$ cat src/rtl/jk_count_ctrl_if.sv
// Request/response bundle between a client and the JKFF count controller.
interface jk_count_ctrl_if #(
   parameter int unsigned WIDTH = 8,
   parameter int unsigned STEPW = 8
);
   logic             _start;
   logic             _load;
   logic             _dir;
   logic [STEPW-1:0] _steps;
   logic [WIDTH-1:0] _data;
   logic             _busy;
   logic             _done;
   logic             _wrap;
   logic             _return;

   modport master (
      output _start, _load, _dir, _steps, _data,
      input  _busy, _done, _wrap, _return
   );

   modport slave (
      input  _start, _load, _dir, _steps, _data,
      output _busy, _done, _wrap, _return
   );
endinterface

$ cat src/rtl/jk_count_ctrl.sv
// Sequencer that counts or parallel-loads a JKFF bank by strobing its J/K/E inputs,
// one step every two cycles so each mask is derived from the settled Q.
module jk_count_ctrl #(
   parameter int unsigned WIDTH = 8,
   parameter int unsigned STEPW = 8
) (
   input  logic             _clock,
   input  logic             _reset,
   jk_count_ctrl_if.slave   bus,
   input  logic [WIDTH-1:0] _Q,
   output logic [WIDTH-1:0] _J,
   output logic [WIDTH-1:0] _K,
   output logic [WIDTH-1:0] _E
);

   typedef enum logic [1:0] {StIdle, StIssue, StSettle} state_e;

   state_e           state_q, state_d;
   logic [STEPW-1:0] rem_q, rem_d;
   logic             dir_q, dir_d;
   logic [WIDTH-1:0] j_q, j_d, k_q, k_d, e_q, e_d;
   logic             done_q, done_d;
   logic             wrap_q, wrap_d;

   // Bits that flip on one increment (up) or decrement (down) of q.
   function automatic logic [WIDTH-1:0] step_mask(input logic [WIDTH-1:0] q, input logic up);
      logic [WIDTH-1:0] m;
      logic             run;
      m   = '0;
      run = 1'b1;
      for (int i = 0; i < WIDTH; i++) begin
         m[i] = run;
         run  = run & (up ? q[i] : ~q[i]);
      end
      return m;
   endfunction

   // A step from all-ones (up) or zero (down) wraps the register.
   function automatic logic wrap_hit(input logic [WIDTH-1:0] q, input logic up);
      return up ? (&q) : ~(|q);
   endfunction

   // Next-state, next strobe values and status flags.
   always_comb begin
      state_d = state_q;
      rem_d   = rem_q;
      dir_d   = dir_q;
      j_d     = '0;
      k_d     = '0;
      e_d     = '0;
      done_d  = 1'b0;
      wrap_d  = wrap_q;
      unique case (state_q)
         StIdle: begin
            if (bus._start) begin
               if (bus._load) begin
                  j_d     = bus._data;
                  k_d     = ~bus._data;
                  e_d     = '1;
                  wrap_d  = 1'b0;
                  rem_d   = STEPW'(1);
                  state_d = StIssue;
               end else if (bus._steps != '0) begin
                  dir_d   = bus._dir;
                  rem_d   = bus._steps;
                  e_d     = step_mask(_Q, bus._dir);
                  j_d     = e_d;
                  k_d     = e_d;
                  wrap_d  = wrap_hit(_Q, bus._dir);
                  state_d = StIssue;
               end else begin
                  wrap_d = 1'b0;
                  done_d = 1'b1;
               end
            end
         end
         StIssue: begin
            if (rem_q != '0) rem_d = rem_q - STEPW'(1);
            state_d = StSettle;
         end
         StSettle: begin
            if (rem_q != '0) begin
               e_d     = step_mask(_Q, dir_q);
               j_d     = e_d;
               k_d     = e_d;
               wrap_d  = wrap_q | wrap_hit(_Q, dir_q);
               state_d = StIssue;
            end else begin
               done_d  = 1'b1;
               state_d = StIdle;
            end
         end
         default: state_d = StIdle;
      endcase
   end

   // State and registered outputs; reset aborts any operation in progress.
   always_ff @(posedge _clock) begin
      if (_reset) begin
         state_q <= StIdle;
         rem_q   <= '0;
         dir_q   <= 1'b0;
         j_q     <= '0;
         k_q     <= '0;
         e_q     <= '0;
         done_q  <= 1'b0;
         wrap_q  <= 1'b0;
      end else begin
         state_q <= state_d;
         rem_q   <= rem_d;
         dir_q   <= dir_d;
         j_q     <= j_d;
         k_q     <= k_d;
         e_q     <= e_d;
         done_q  <= done_d;
         wrap_q  <= wrap_d;
      end
   end

   assign _J          = j_q;
   assign _K          = k_q;
   assign _E          = e_q;
   assign bus._busy   = (state_q != StIdle);
   assign bus._done   = done_q;
   assign bus._return = done_q;
   assign bus._wrap   = wrap_q;

endmodule

$ cat src/flat_wrapper.sv
// flat-port wrapper written by rule: the top's interface ports become plain ports
module jk_count_ctrl_flat 
#(
   parameter int unsigned WIDTH = 8,
   parameter int unsigned STEPW = 8
)
  (_clock, _reset, _Q, _J, _K, _E, bus__start, bus__load, bus__dir, bus__steps, bus__data, bus__busy, bus__done, bus__wrap, bus__return);
  jk_count_ctrl_if #(.WIDTH(WIDTH), .STEPW(STEPW)) bus_i ();
  input  logic _clock;
  input  logic _reset;
  input  logic [WIDTH-1:0] _Q;
  output logic [WIDTH-1:0] _J;
  output logic [WIDTH-1:0] _K;
  output logic [WIDTH-1:0] _E;
  input wire logic [$bits(bus_i._start)-1:0] bus__start;
  input wire logic [$bits(bus_i._load)-1:0] bus__load;
  input wire logic [$bits(bus_i._dir)-1:0] bus__dir;
  input wire logic [$bits(bus_i._steps)-1:0] bus__steps;
  input wire logic [$bits(bus_i._data)-1:0] bus__data;
  output wire logic [$bits(bus_i._busy)-1:0] bus__busy;
  output wire logic [$bits(bus_i._done)-1:0] bus__done;
  output wire logic [$bits(bus_i._wrap)-1:0] bus__wrap;
  output wire logic [$bits(bus_i._return)-1:0] bus__return;
  assign bus_i._start = bus__start;
  assign bus_i._load = bus__load;
  assign bus_i._dir = bus__dir;
  assign bus_i._steps = bus__steps;
  assign bus_i._data = bus__data;
  assign bus__busy = bus_i._busy;
  assign bus__done = bus_i._done;
  assign bus__wrap = bus_i._wrap;
  assign bus__return = bus_i._return;
  jk_count_ctrl #(.WIDTH(WIDTH), .STEPW(STEPW)) u_core (._clock(_clock), ._reset(_reset), .bus(bus_i), ._Q(_Q), ._J(_J), ._K(_K), ._E(_E));
endmodule
$ cat config.mk
export PLATFORM = sky130hd
export DESIGN_NAME = jk_count_ctrl_flat
export DESIGN_NICKNAME = d
export VERILOG_FILES = /design/src/rtl/jk_count_ctrl_if.sv /design/src/rtl/jk_count_ctrl.sv /design/src/flat_wrapper.sv
export SDC_FILE = /design/constraint.sdc
export NUM_CORES = 1
export LEC_CHECK = 0
export CAP_MARGIN = 5
export CORE_ASPECT_RATIO = 0.7
export CORE_MARGIN = 1.5
export CORE_UTILIZATION = 48
export CTS_BUF_LIST = sky130_fd_sc_hd__clkbuf_4 sky130_fd_sc_hd__clkbuf_8 sky130_fd_sc_hd__clkbuf_16
export CTS_CLUSTER_DIAMETER = 50
export DETAILED_ROUTE_END_ITERATION = 12
export GPL_TIMING_DRIVEN = 1
export PLACE_DENSITY = 0.81
export SYNTH_ARGS = -nofsm -noshare
export SYNTH_HDL_FRONTEND = slang
export SYNTH_SLANG_ARGS = --single-unit
$ cat constraint.sdc
create_clock -name _clock -period 1.9 [get_ports _clock]
set_clock_uncertainty 0.1 [all_clocks]
set_input_delay 0.38 -clock _clock [delete_from_list [all_inputs] [get_ports _clock]]
set_output_delay 0.38 -clock _clock [all_outputs]
set_load 0.02 [all_outputs]
# Word level (Yosys, flattened, before mapping)
# Index checks and enable logic that the tools add are counted.
# op_classes
n_bitwise	23
mux	47
n_lt_le_gt_ge	0
eq_ne	6
n_mul	0
shifts	0
div_mod_pow	0
reduce_logical	12
n_addsub	1
# ops
op	n
8-bit 2-to-1 mux	12
8-bit one-hot mux with 2 select lines	4
1-bit 2-to-1 mux	25
8-bit nonzero test	2
1-bit bitwise AND	12
1-bit inverter	9
8-bit inverter	1
4-bit AND reduction	2
8-bit AND reduction	1
8-bit OR reduction	1
8-bit by 1-bit subtractor with 8-bit output (second input constant)	1
2-bit 2-to-1 mux	3
2-bit one-hot mux with 3 select lines	1
2-bit nonzero test	3
2-bit by 1-bit != test with 1-bit output (second input constant)	2
1-bit one-hot mux with 2 select lines	2
3-bit by 2-bit != test with 1-bit output (second input constant)	1
3-bit AND reduction	1
2-bit by 1-bit equality test with 1-bit output (second input constant)	1
2-bit equality test (second input constant)	1
2-bit zero test	1
2-bit != test (second input constant)	1
2-bit AND reduction	1
1-bit bitwise OR	1
# word_totals
mem_count	0
mem_bits_ro	0
input_bits	29
elab_cells	97
output_inout_bits	28
latchBits	0
reg_bits	37
ramBits	0

# Depth between registers and ports, before layout
# logic_depth
word_depth	12
mapped_depth	7
ltp_nobuf	6

# Worst setup path after synthesis
# Ideal clock, no wire load.
# synth_timing
path_type	input-to-reg
from	in bus__steps[1]
to	reg u_core.rem_q[5]
n_path_buf	1
required_ns	1.667
arrival_time_ns	1.570
setup_time_ns	0.133
cell_stages	5
slack_ns	0.096
path_cell_list	nor4_2 -> a31oi_2 -> buf_4 -> nor2_1 -> o32ai_1
# synth_via
elab_chain_len	3
# synth_rtl
item	line	source
start: declaration	flat_wrapper.sv:18	input wire logic [$bits(bus_i._steps)-1:0] bus__steps;
8-bit nonzero test	jk_count_ctrl.sv:63	end else if (bus._steps != '0) begin
3-bit by 2-bit != test with 1-bit output (no line)	n/a	
4-bit AND reduction (no line)	n/a	
end signal: assignment	jk_count_ctrl.sv:110	rem_q <= rem_d;
end: declaration	jk_count_ctrl.sv:19	logic [STEPW-1:0] rem_q, rem_d;
# Every way passes these cells.
# A chain may end at the register's enable or synchronous reset.

# Worst setup path after layout
# layout_timing
from	in bus__steps[1]
to	reg u_core.e_q[6] (netlist: u_core._E[6])
# layout_via
elab_chain_len	5
# layout_rtl
item	line	source
8-bit nonzero test	jk_count_ctrl.sv:63	
8-bit 2-to-1 mux	jk_count_ctrl.sv:63	
8-bit 2-to-1 mux	jk_count_ctrl.sv:56	if (bus._load) begin
8-bit 2-to-1 mux	jk_count_ctrl.sv:55	if (bus._start) begin
8-bit one-hot mux with 2 select lines	jk_count_ctrl.sv:53	unique case (state_q)
end signal: assignment	jk_count_ctrl.sv:105	e_q <= '0;
end signal: assignment	jk_count_ctrl.sv:114	e_q <= e_d;
end: declaration	jk_count_ctrl.sv:21	logic [WIDTH-1:0] j_q, j_d, k_q, k_d, e_q, e_d;
# Every way passes these cells.

==> metrics <==
Slew HR=76.5%; measured slew at the worst slew-check pin=0.350 ns; syn nets=283; RD Place Congestion=0.926; WHS Path Cells=1; number of global-route vias before repair=2,178; vias=2,472; Yosys warning total=0; period utilisation layout=97.7%; sequential area share after synthesis=35.6%; Clk Latency, worst-skew pair=0.30 ns; antenna violations before repair=0; Initial Utilization=51.5%; Synth Register Bits=37; Die Area=4750 um2; share of cells above drive strength 1=25.8%; main flop type after synthesis=dfxtp_1; nets=379; H-tree Lvls=2; mux cell area share after synthesis=0.962%; clk sinks=37; status=finished clean; worst r2r src=u_core.rem_q[0]; PwrDens=715 nW/um2; hpwl dp=4870 um; ANT cells=0; Pins Over Slew Limit=0; worst vdd ir=455 uV; critical path fanouts, max=4; worst hold slack=0.433 ns; post-synth top area cell=dfxtp_1; Worst R2R Path Depth=7; hold buffers post-CTS=0; EDFF count, synth=0; crit path DAT=1.94 ns; critical path required time=1.98 ns; Cells after Synth=252; xor and xnor fraction of the mapped netlist area=2.53%; mean routed wirelength per cell=18.1 um; Critical Path Sink Type=flop; Setup CP Type=in2reg; simple-gate share of the synthesized area=26.9%; area delta synth->final=55.2%; Final WS setup=0.0444 ns; Async S/R FF share, synth=0%; Worst R2R End=u_core._K[2]; Final min period=1.86 ns; crit start category=primary input; fmax=539 MHz; CTS Buffer Depth=2; synthesized cell area=2080 um2; Synth top area share=35.6%; Core ar.=4040 um2; largest net degree at the start of global routing=19; Final Hold Fails=0; met1 GRT Util=42.2%; Hold EP=u_core.rem_q[1]; Max-Cap Viols=0; Clk pin slew, worst setup/hold paths=0.08 ns; Final TNS setup=0 ns; pre-CTS setup slack=-0.413 ns; Top Ports=57; die width=81.7 um; met2 Use GR=43.9%; Die Y=58.1 um; post-synthesis adder-cell area fraction=1.20%; TritonCTS clock tree=built; leakage=1.28 nW; 1st-pass router iterations=5; antenna-violating nets left=0; FP Rows=19; launch point of the worst hold path=u_core.rem_q[1]; initial DRC count=319; dpl cell area=3000 um2; gr busiest metal=met2; routed vias/inst=6.16; main combinational cell family by area after synthesis=compound AO/OA/AOI/OAI gates; met3 usage=6.77%; Reg2Reg Setup Slack=0.06 ns; final wirelength=7250 um; # setup viols final=0; first-pass GRT wire length=10,600 um; Yosys cell types=57; compound-cell area share of the yosys netlist=27.5%; Hold Crit Class=reg2reg; synth cell count leaders=37 x dfxtp_1, 22 x a21oi_1, 19 x o21ai_0; grt ovf=0; number of CTS-inserted buffers=5; top post-synthesis cells by area=dfxtp_1 36%, a21oi_1 5.3%, o21ai_0 4.6%; top-count cell post-synth=dfxtp_1; port bufs=56; root buf cell=clkbuf_8; Final Instance Area=3230 um2; Design Power=0.00231 W; Avg Inst Size Synth=8.26 um2; DRC=0; All-Layer GR Usage=29.6%
kinds of logic (layout without fill, tap and decap cells):
logic type | count (synthesis) | in the layout
buffers and inverters | 25 | 122
and+or+nand+nor | 99 | 99
DFF | 37 | 37
AOI/OAI and AO/OA | 81 | 81
xor gates and xnor gates | 6 | 6
adders and majority gates | 2 | 2
muxes | 2 | 2
worst max-delay path, cell delays in order:
cell and delay, ns:
clkdlybuf4s50_1 0.44, nor4_2 0.27, buf_4 0.20, buf_12 0.12, a22oi_4 0.08, buf_4 0.16
a21oi_1 0.16, o22ai_1 0.11
state kept, by name (all words and copies together) (netlist names):
signal	cells
u_core._E	8
u_core._J	8
u_core._K	8
u_core.rem_q	8
u_core.state_q	2
u_core.bus._done	1
u_core.bus._wrap	1
u_core.dir_q	1
metrics by stage:
stage               util, %  instances
floorplan                 -        252
global placement       74.3        391
detailed placement     74.3        391
CTS                    77.9        399
global route           79.9        401
finish                 79.9        401
timing repair:
| item | 4_1_cts | 5_1_grt |
|---|---|---|
| pin swaps | 2 | 7 |
| setup endpoints to repair | 17 | 18 |
| gates resized for setup | 8 | 18 |
| buffers inserted | 0 | 2 |
layout make-up:
type | count | area (um2)
Inverter | 7 | 26.3
Sequential cell | 37 | 743
Multi-Input combinational cell | 190 | 1300
Clock buffer | 5 | 68.8
Tap cell | 52 | 65.1
Fill cell | 250 | 812
Timing Repair Buffer | 107 | 981
Clock inverter | 3 | 46.3
per-layer routing:
layer | part of all wire, % | vias up
met4 | 2.5 | 0
met3 | 10 | 25
li1 | - | 1126
met1 | 43 | 1152
met2 | 45 | 169
met5 | 0 | -
report_power, final:
part	total (W)	leakage (nW)	internal, W	switching [W]
Clock	0.000724	0.0543	0.000393	0.000330
Combinational	0.000718	0.922	0.000347	0.000371
Sequential	0.000868	0.303	0.000826	0.0000425
worst max path at each step:
stage / from / cells after the start / slack (ns) / to
finish: bus__steps[1] / 8 / 0.04 / u_core._E[6]
global route: u_core.rem_q[1] / 7 / -0.03 / u_core._K[2]
CTS: _Q[0] / 6 / 0.009 / u_core._K[2]
detailed placement: bus__start / 5 / -0.41 / u_core.rem_q[7]
global placement: bus__start / 5 / -0.33 / u_core.rem_q[0]
floorplan: bus__steps[1] / 5 / 0.1 / u_core.rem_q[5]
layout by cell type, fill, tap and decap left out, drive strengths merged, types with 6 or more instances in the layout:
cell           count
nand3              9
a31oi              7
dfxtp             37
nand2             19
clkdlybuf4s50     48
nor3              10
or4                6
inv                7
a21oi             22
o21ai             23
buf               51
and3               6
nor2              18
(Power assumes the default switching activity.)
